`config.mk`:
```
export PLATFORM = sky130hd
export DESIGN_NAME = io_dec_display
export DESIGN_NICKNAME = d
export VERILOG_FILES = /design/src/rtl/sc_io_pkg.sv /design/src/rtl/seg7_dec.sv /design/src/rtl/io_dec_display.sv
export SDC_FILE = /design/constraint.sdc
export NUM_CORES = 1
export LEC_CHECK = 0
export BUFFER_PORTS_ARGS = -buffer_cell sky130_fd_sc_hd__clkbuf_2
export CORE_UTILIZATION = 25
export DETAILED_ROUTE_END_ITERATION = 7
export PLACE_DENSITY = 0.42
export SLEW_MARGIN = 20
export SYNTH_ARGS = -nofsm -noshare
export SYNTH_HDL_FRONTEND = slang
export SYNTH_SLANG_ARGS = --single-unit
```
`constraint.sdc`:
```
create_clock -name clock -period 2 [get_ports clock]
set_input_delay 0.1 -clock clock [delete_from_list [all_inputs] [get_ports clock]]
set_output_delay 0.1 -clock clock [all_outputs]
set_load 0.02 [all_outputs]
```
`src/rtl/sc_io_pkg.sv`:
```
// Shared types and constants for the io_dec_display output stage.
// Covers FSM states, segment codes and the pending-write payload.
package sc_io_pkg;

    typedef enum logic [1:0] {
        IDLE   = 2'd0,
        CONV   = 2'd1,
        UPDATE = 2'd2
    } state_t;

    localparam logic [6:0]  SEG_BLANK = 7'b1111111;
    localparam logic [6:0]  SEG_DASH  = 7'b0111111;
    localparam logic [6:0]  SEG_ZERO  = 7'b1000000;
    localparam logic [31:0] DEC_MAX   = 32'd999999;

    // Active-low {g,f,e,d,c,b,a}; entry d sits at SEG_TABLE[d]
    localparam logic [9:0][6:0] SEG_TABLE = {
        7'b0010000,  // 9
        7'b0000000,  // 8
        7'b1111000,  // 7
        7'b0000010,  // 6
        7'b0010010,  // 5
        7'b0011001,  // 4
        7'b0110000,  // 3
        7'b0100100,  // 2
        7'b1111001,  // 1
        7'b1000000   // 0
    };

    typedef struct packed {
        logic        vld;
        logic [31:0] data;
    } wr_req_t;

endpackage

```
`src/rtl/seg7_dec.sv`:
```
// Combinational BCD digit to active-low 7-segment decoder.
// Codes 10..15 are not decimal digits and leave the display dark.
module seg7_dec
    import sc_io_pkg::*;
(
    input  logic [3:0] i_bcd,
    output logic [6:0] o_seg_c
);

    always_comb begin
        o_seg_c = SEG_BLANK;
        if (i_bcd < 4'd10) begin
            o_seg_c = SEG_TABLE[i_bcd];
        end
    end

endmodule

```
`src/rtl/io_dec_display.sv`:
```
// CPU out_port value to six 7-segment digits via a sequential double-dabble engine.
// Optional leading-zero blanking on hex5..hex1: define IO_DEC_DISPLAY_LZ_BLANK_EN.
module io_dec_display
    import sc_io_pkg::*;
#(
    parameter int unsigned BIN_W  = 20,
    parameter int unsigned DIGITS = 6
) (
    input  logic        clock,
    input  logic        resetn,
    input  logic        wr_en,
    input  logic [31:0] wr_data,
    output logic        busy,
    output logic        ovf,
    output logic [6:0]  hex0,
    output logic [6:0]  hex1,
    output logic [6:0]  hex2,
    output logic [6:0]  hex3,
    output logic [6:0]  hex4,
    output logic [6:0]  hex5
);

    localparam int unsigned BCD_W = 4 * DIGITS;
    localparam int unsigned CNT_W = $clog2(BIN_W);

`ifdef IO_DEC_DISPLAY_LZ_BLANK_EN
    localparam logic [6:0] HEX_RST_HI = SEG_BLANK;
`else
    localparam logic [6:0] HEX_RST_HI = SEG_ZERO;
`endif
    localparam logic [DIGITS-1:0][6:0] HEX_RST = {{(DIGITS-1){HEX_RST_HI}}, SEG_ZERO};

    state_t                  r_state;
    logic [BIN_W-1:0]        r_bin;
    logic [BCD_W-1:0]        r_bcd;
    logic [CNT_W-1:0]        r_cnt;
    logic                    r_ovf_next;
    wr_req_t                 r_pend;
    logic                    r_busy;
    logic                    r_ovf;
    logic [DIGITS-1:0][6:0]  r_hex;

    state_t                  w_state_nxt;
    logic [BIN_W-1:0]        w_bin_nxt;
    logic [BCD_W-1:0]        w_bcd_nxt;
    logic [CNT_W-1:0]        w_cnt_nxt;
    logic                    w_ovf_next_nxt;
    wr_req_t                 w_pend_nxt;
    logic                    w_busy_nxt;
    logic                    w_ovf_nxt;
    logic [DIGITS-1:0][6:0]  w_hex_nxt;

    logic                    w_start;
    logic [31:0]             w_start_data;
    logic [BCD_W-1:0]        w_adj;
    logic [DIGITS-1:0][6:0]  w_seg;
    logic [DIGITS-1:0][6:0]  w_disp;

    // One decoder per digit, fed from the finished BCD register
    for (genvar g = 0; g < int'(DIGITS); g++) begin : g_dec
        seg7_dec u_seg7_dec (
            .i_bcd   (r_bcd[4*g +: 4]),
            .o_seg_c (w_seg[g])
        );
    end

    // Add-3 correction applied to every nibble before each shift
    always_comb begin
        w_adj = r_bcd;
        for (int i = 0; i < int'(DIGITS); i++) begin
            if (r_bcd[4*i +: 4] >= 4'd5) begin
                w_adj[4*i +: 4] = r_bcd[4*i +: 4] + 4'd3;
            end
        end
    end

    always_comb begin
        w_disp = w_seg;
`ifdef IO_DEC_DISPLAY_LZ_BLANK_EN
        // Blank from the top down until the first non-zero digit; hex0 always lit
        begin
            logic v_lead;
            v_lead = 1'b1;
            for (int i = int'(DIGITS) - 1; i >= 1; i--) begin
                v_lead = v_lead & (r_bcd[4*i +: 4] == 4'd0);
                if (v_lead) begin
                    w_disp[i] = SEG_BLANK;
                end
            end
        end
`endif
    end

    always_comb begin
        w_state_nxt    = r_state;
        w_bin_nxt      = r_bin;
        w_bcd_nxt      = r_bcd;
        w_cnt_nxt      = r_cnt;
        w_ovf_next_nxt = r_ovf_next;
        w_pend_nxt     = r_pend;
        w_ovf_nxt      = r_ovf;
        w_hex_nxt      = r_hex;
        w_start        = 1'b0;
        w_start_data   = wr_data;

        case (r_state)
            IDLE: begin
                if (wr_en) begin
                    w_start = 1'b1;
                end
            end
            CONV: begin
                if (wr_en) begin
                    w_pend_nxt = '{vld: 1'b1, data: wr_data};
                end
                {w_bcd_nxt, w_bin_nxt} = {w_adj[BCD_W-2:0], r_bin, 1'b0};
                w_cnt_nxt = r_cnt + CNT_W'(1);
                if (r_cnt == CNT_W'(BIN_W - 1)) begin
                    w_state_nxt = UPDATE;
                end
            end
            UPDATE: begin
                w_ovf_nxt = r_ovf_next;
                w_hex_nxt = r_ovf_next ? {DIGITS{SEG_DASH}} : w_disp;
                // A write on this very edge is the newest and supersedes any older pending one
                if (wr_en) begin
                    w_start        = 1'b1;
                    w_pend_nxt.vld = 1'b0;
                end else if (r_pend.vld) begin
                    w_start        = 1'b1;
                    w_start_data   = r_pend.data;
                    w_pend_nxt.vld = 1'b0;
                end else begin
                    w_state_nxt = IDLE;
                end
            end
            default: begin
                w_state_nxt = IDLE;
            end
        endcase

        if (w_start) begin
            w_state_nxt    = CONV;
            w_bin_nxt      = w_start_data[BIN_W-1:0];
            w_bcd_nxt      = '0;
            w_cnt_nxt      = '0;
            w_ovf_next_nxt = (w_start_data > DEC_MAX);
        end

        w_busy_nxt = (w_state_nxt != IDLE);
    end

    always_ff @(posedge clock or negedge resetn) begin
        if (!resetn) begin
            r_state    <= IDLE;
            r_bin      <= '0;
            r_bcd      <= '0;
            r_cnt      <= '0;
            r_ovf_next <= 1'b0;
            r_pend     <= '0;
            r_busy     <= 1'b0;
            r_ovf      <= 1'b0;
            r_hex      <= HEX_RST;
        end else begin
            r_state    <= w_state_nxt;
            r_bin      <= w_bin_nxt;
            r_bcd      <= w_bcd_nxt;
            r_cnt      <= w_cnt_nxt;
            r_ovf_next <= w_ovf_next_nxt;
            r_pend     <= w_pend_nxt;
            r_busy     <= w_busy_nxt;
            r_ovf      <= w_ovf_nxt;
            r_hex      <= w_hex_nxt;
        end
    end

    assign busy = r_busy;
    assign ovf  = r_ovf;
    assign hex0 = r_hex[0];
    assign hex1 = r_hex[1];
    assign hex2 = r_hex[2];
    assign hex3 = r_hex[3];
    assign hex4 = r_hex[4];
    assign hex5 = r_hex[5];

endmodule

```
Yosys cells after proc, flatten, opt, wreduce, memory -nomap -nowiden
Memory sizes are Yosys's and may differ from the RTL's.
Index checks and enable logic that the tools add are counted.
Word-level totals
  register bits after elaboration: 129
  latch bits: 0
  bits in writable memories: 0
  memory bits (read-only): 672
  output and inout bits: 44
  word-level logic and storage cells: 96
  memories kept: 6
Memories
  (no name shown): words 16, width 7, read ports 1, clocked after Yosys merged registers in 0, wr ports 0, RTL line seg7_dec.sv:13  | o_seg_c = SEG_TABLE[i_bcd];
  (no name shown): words 16, width 7, read ports 1, clocked after Yosys merged registers in 0, wr ports 0, RTL line seg7_dec.sv:13
  (no name shown): words 16, width 7, read ports 1, clocked after Yosys merged registers in 0, wr ports 0, RTL line seg7_dec.sv:13
  (no name shown): words 16, width 7, read ports 1, clocked after Yosys merged registers in 0, wr ports 0, RTL line seg7_dec.sv:13
  (no name shown): words 16, width 7, read ports 1, clocked after Yosys merged registers in 0, wr ports 0, RTL line seg7_dec.sv:13
  (no name shown): words 16, width 7, read ports 1, clocked after Yosys merged registers in 0, wr ports 0, RTL line seg7_dec.sv:13
Cells by class
  add/sub/neg operators: 7
  multipliers: 0
  div/mod/pow operators: 0
  magnitude comparators: 19
  equality and inequality tests: 4
  shifts and indexed selects: 0
  mux-type cells: 39
  bitwise operators: 0
  reduce and logical (&&, ||, !) cells: 6
Operators by type and width (number)
  2-to-1 mux 32 bit: 3
  2-to-1 mux 7 bit: 12
  2-to-1 mux 24 bit: 2
  2-to-1 mux 42 bit: 1
  2-to-1 mux 20 bit: 2
  2-to-1 mux 33 bit: 1
  greater-than comparator 32 x 20 -> 1 bit, second input constant: 1
  < comparator 4 x 5 -> 1 bit, second input constant: 6
  greater-or-equal comparator 4 x 3 -> 1 bit, second input constant: 6
  < comparator 4 bit, second input constant: 6
  adder 4 x 2 -> 4 bit, second input constant: 5
  2-to-1 mux 4 bit: 5
  2-to-1 mux 5 bit: 2
  2-to-1 mux 2 bit: 4
  one-hot mux 2 bit (3 select lines): 1
  nonzero test 2 bit: 3
  adder 5 x 1 -> 5 bit, second input constant: 1
  == test 5 bit, second input constant: 1
  one-hot mux 1 bit (2 select lines): 2
  AND reduction 2 bit: 2
  adder 3 x 2 -> 3 bit, second input constant: 1
  2-to-1 mux 1 bit: 3
  2-to-1 mux 3 bit: 1
  == test 2 x 1 -> 1 bit, second input constant: 1
  other kinds (3): 3

Longest topological paths before layout
  word-level depth: 5
  depth in mapped cells: 6
  gate-level depth less buffers: 6

Modules after synthesis
From an unflattened synthesis, not the netlist that was laid out.
Second synthesis, totals
  cell total of the unflattened synthesis: 745
  area total of the unflattened synthesis: 7101.8 um^2
Modules (own cells, without submodules)
  io_dec_display: instances 1, cells each 568, area each 5919.4 um^2, seq. area each 3235.6 um^2
  seg7_dec at g_dec[0].u_seg7_dec ...: instances 3, cells each 30, area each 197.7 um^2, seq. area each 0.0 um^2
  seg7_dec at g_dec[3].u_seg7_dec ...: instances 3, cells each 29, area each 196.4 um^2, seq. area each 0.0 um^2

Worst setup path before layout
OpenSTA, ideal clock, no wires.
  kind: reg2reg
  start point: reg r_bcd[13]
  end point: reg r_bcd[14]
  setup time: 0.083 ns
  data arrival time: 1.517 ns
  slack: 0.400 ns
  cell stages (with the launch flop): 7
  clock period less this slack: 1.600 ns
  cells stage by stage: dfrtp_1 > inv_1 > ha_1 > nand2b_1 > a21oi_1 > mux2_2 > o22ai_1
On the way
  cells in the longest elaborated chain, start to end: 4
  elaborated cells between the ends (all ways): 5
  those cells by class: add/sub: 1; order compare: 1; mux: 3
RTL lines
  start, declared: RTL line io_dec_display.sv:35  | logic [BCD_W-1:0] r_bcd;
  start signal, assigned: RTL line io_dec_display.sv:167  | r_bcd <= w_bcd_nxt;
  adder 4 x 2 -> 4 bit or greater-or-equal comparator 4 x 3 -> 1 bit (tied branches): RTL line io_dec_display.sv:72, io_dec_display.sv:71
  2-to-1 mux 4 bit *: RTL line io_dec_display.sv:71  | if (r_bcd[4*i +: 4] >= 4'd5) begin
  2-to-1 mux 24 bit *: RTL line io_dec_display.sv:106  | case (r_state)
  2-to-1 mux 24 bit *: RTL line io_dec_display.sv:142  | if (w_start) begin
Every way passes the cells marked *; elsewhere a longest branch is shown, timed or not. The select of a mux whose other input is x is not followed.
A chain may end at the register's enable or synchronous reset.

Final worst setup path
Ends and elaborated chain as after synthesis.

==> metrics <==
status finished, final reports clean; Biggest register r_pend; fin nets 834; maximum vdd drop 0.0005489 V; Worst Tran Pin Value 0.5648 ns; setup violators final 0; worst min path class primary input to asynchronous set/reset pin; critical path type register to register; count of input and output buffers roughly 80; biggest regs r_pend: 33 flops, r_bcd: 24 flops, r_bin: 20 flops; clock network power share 0.253; top sig layer met4; DRT iter0 DRCs 267; gr ovfl total 0; Num Clock Sinks 129; DRT met1 WL 8387 µm; vias after detailed routing 5079; Static Leak 0.003697 µW; Post-Route WL 16430 µm; core area 25470 µm²; endpoint class of the critical path register; worst clock skew 0.01126 ns; commonest non-fill, non-tap cell in the layout dfrtp_1; Routed Antenna Nets 0; WL met3 692 µm; slew margin rel. 0.6138; Comb pwr share 0.368; switching power 4539 µW; HPWL Detailed 11140 µm; total CTS buffers 17; largest net degree at the start of global routing 42; switching share of power 0.3745; Remaining DRCs 0; Starting Density 0.2571; Int Power between 7000 and 8000 µW; DIE AREA 26850 µm²; max FFs per register 33; row count 58; die width 163.9 µm; synth unique cells 48; period utilisation layout 0.8905; Synth Net Count slightly above 700; Pre-antenna DRT Iters 6; Vias/cell 4.572; layout cells sized above 1 0.2241; Slew Limit Fails 0; PwrDens 1457 nW/µm²; endpoints failing hold 0; layout filler cell count 2643; Seq cells post-synth approximately 130; vias in the first global route 5081; Min Clock Period, post-route 1.781 ns; worst path required time 2.34 ns; area grow syn2layout 27.03%; register area share after synthesis 0.4941; diode count 0; syn avg cell area 9.922 µm²; startpoint types register; Overall Global Routing Usage 0.1299; commonest non-fill, non-tap cells in the layout dfrtp_1 (123), nand2_1 (97), clkbuf_2 (77); die height between 150 and 200 µm; num ports 79; crit path max fanout 6; Clock Tree Buf Depth 2; Post-Route Utilization 0.3266; asr flop ratio synth 1.000; wire per inst 14.79 µm; Syn Inst Count 660; Root Buffer clkbuf_16; initial antenna violation count 0; Post-synth top flop dfrtp_1; number of H-tree levels 4; unrepaired setup endpoints after global routing false; Cell Area, Synth 6549 µm²; CTS tree built; Post-CTS Setup Inserts 0; YS warnings 0; first-pass GRT wire length ~27000 µm; RePlAce Congestion 0.7941; sequential cell fraction of total power 0.379; WP data arrival approximately 2.1 ns; max-cap violations 0; FMAX between 500 and 600 MHz; Final TNS setup 0 ns; clk_lat worst skew 0.42 ns; wire length on met2 7210 µm; Post-synth EDFFs 0; clk slew on worst S/H paths ~0.06 ns
-- final timing paths --
kind,startpoint,end,slack [ns],cells after the start
max,r_bcd[13]$_DFFE_PN0P_,r_bcd[14]$_DFFE_PN0P_,0.22,6
min,resetn,hex0[2]$_DFFE_PN0N_,0.14,2
max reg2reg,r_bcd[13]$_DFFE_PN0P_,r_bcd[14]$_DFFE_PN0P_,0.22,6
min reg2reg,hex1[6]$_DFFE_PN1N_,hex1[6]$_DFFE_PN1N_,0.47,2
max in group asynchronous,resetn,r_pend[20]$_DFFE_PN0P_,1.18,3
min in group clock,wr_en,r_pend[32]$_DFFE_PN0P_,0.19,4
-- synth_stat cells (14+ instances only) --
master / n / share of area
buf_2: 21 / 0.016
nand2_1: 97 / 0.056
o22a_1: 21 / 0.028
nor2b_1: 14 / 0.013
a21oi_1: 51 / 0.039
ha_1: 31 / 0.059
nor2_1: 60 / 0.034
mux2_2: 28 / 0.048
dfrtp_1: 123 / 0.47
clkbuf_1: 15 / 0.0086
o21ai_0: 24 / 0.018
nand2b_1: 15 / 0.014
-- kinds of logic (layout without fill, tap and decap cells) --
family / Yosys count / count (layout) / synth area share
XOR/XNOR: 14 / 14 / 0.01872
buffers and inverters: 55 / 176 / 0.03668
multiplexers: 43 / 43 / 0.07279
flip-flops: 129 / 129 / 0.4941
AND/OR/NAND/NOR: 233 / 233 / 0.1626
AO/OA/AOI/OAI: 155 / 155 / 0.1559
adder cells (fa/ha/maj): 31 / 31 / 0.05923
-- metal layers --
| layer | global-route usage | up-vias |
|---|---|---|
| met1 | 0.1806 | 2414 |
| met5 | 0 | - |
| met2 | 0.1993 | 94 |
| met4 | 0.03409 | 0 |
| met3 | 0.03258 | 11 |
| li1 | - | 2560 |
-- cell type report --
cell class,count,area [µm²],share of cell area
repair buffers,131,952.2,0.1145
clock inverters,14,140.1,0.01684
well taps,330,412.9,0.04963
multi-input cells,476,3090,0.3715
inverters,13,48.80,0.005866
flip-flops and latches,129,3236,0.3889
clock buffers,18,439.2,0.05279
-- worst max-delay path: stages, from the launching register on --
cell,delay [ns]
dfrtp_1,0.42
inv_1,0.13
ha_1,0.23
nand2b_1,0.15
a21oi_1,0.29
mux2_2,0.38
o22ai_1,0.12
-- power groups by stage --
stage,Combinational (µW),Clock (µW),Sequential (µW)
6_report,4460,3060,4590
5_1_grt,5010,3270,4770
4_1_cts,4540,3160,4600
3_5_place_dp,4470,0,4640
3_3_place_gp,4480,0,4650
2_1_floorplan,3160,0,4590
-- stage by stage --
stage	cells	area (µm²)	power, µW	setup WS [ns]	hold slack (ns)
finish	1111	8319	12120	0.2190	0.1440
global placement	1046	7410	9124	0.2911	0.02724
detailed placement	1046	7410	9103	0.2323	0.02746
floorplan	660	6549	7752	0.4000	-0.1956
CTS	1111	8319	12300	0.2179	0.1389
global route	1111	8319	13050	0.09912	0.1656
-- what timing repair did --
item,CTS,global route
endpoints found under the hold margin,136,0
resized for setup,0,0
hold buffers,33,0
Power figures use the tool's default switching activity.
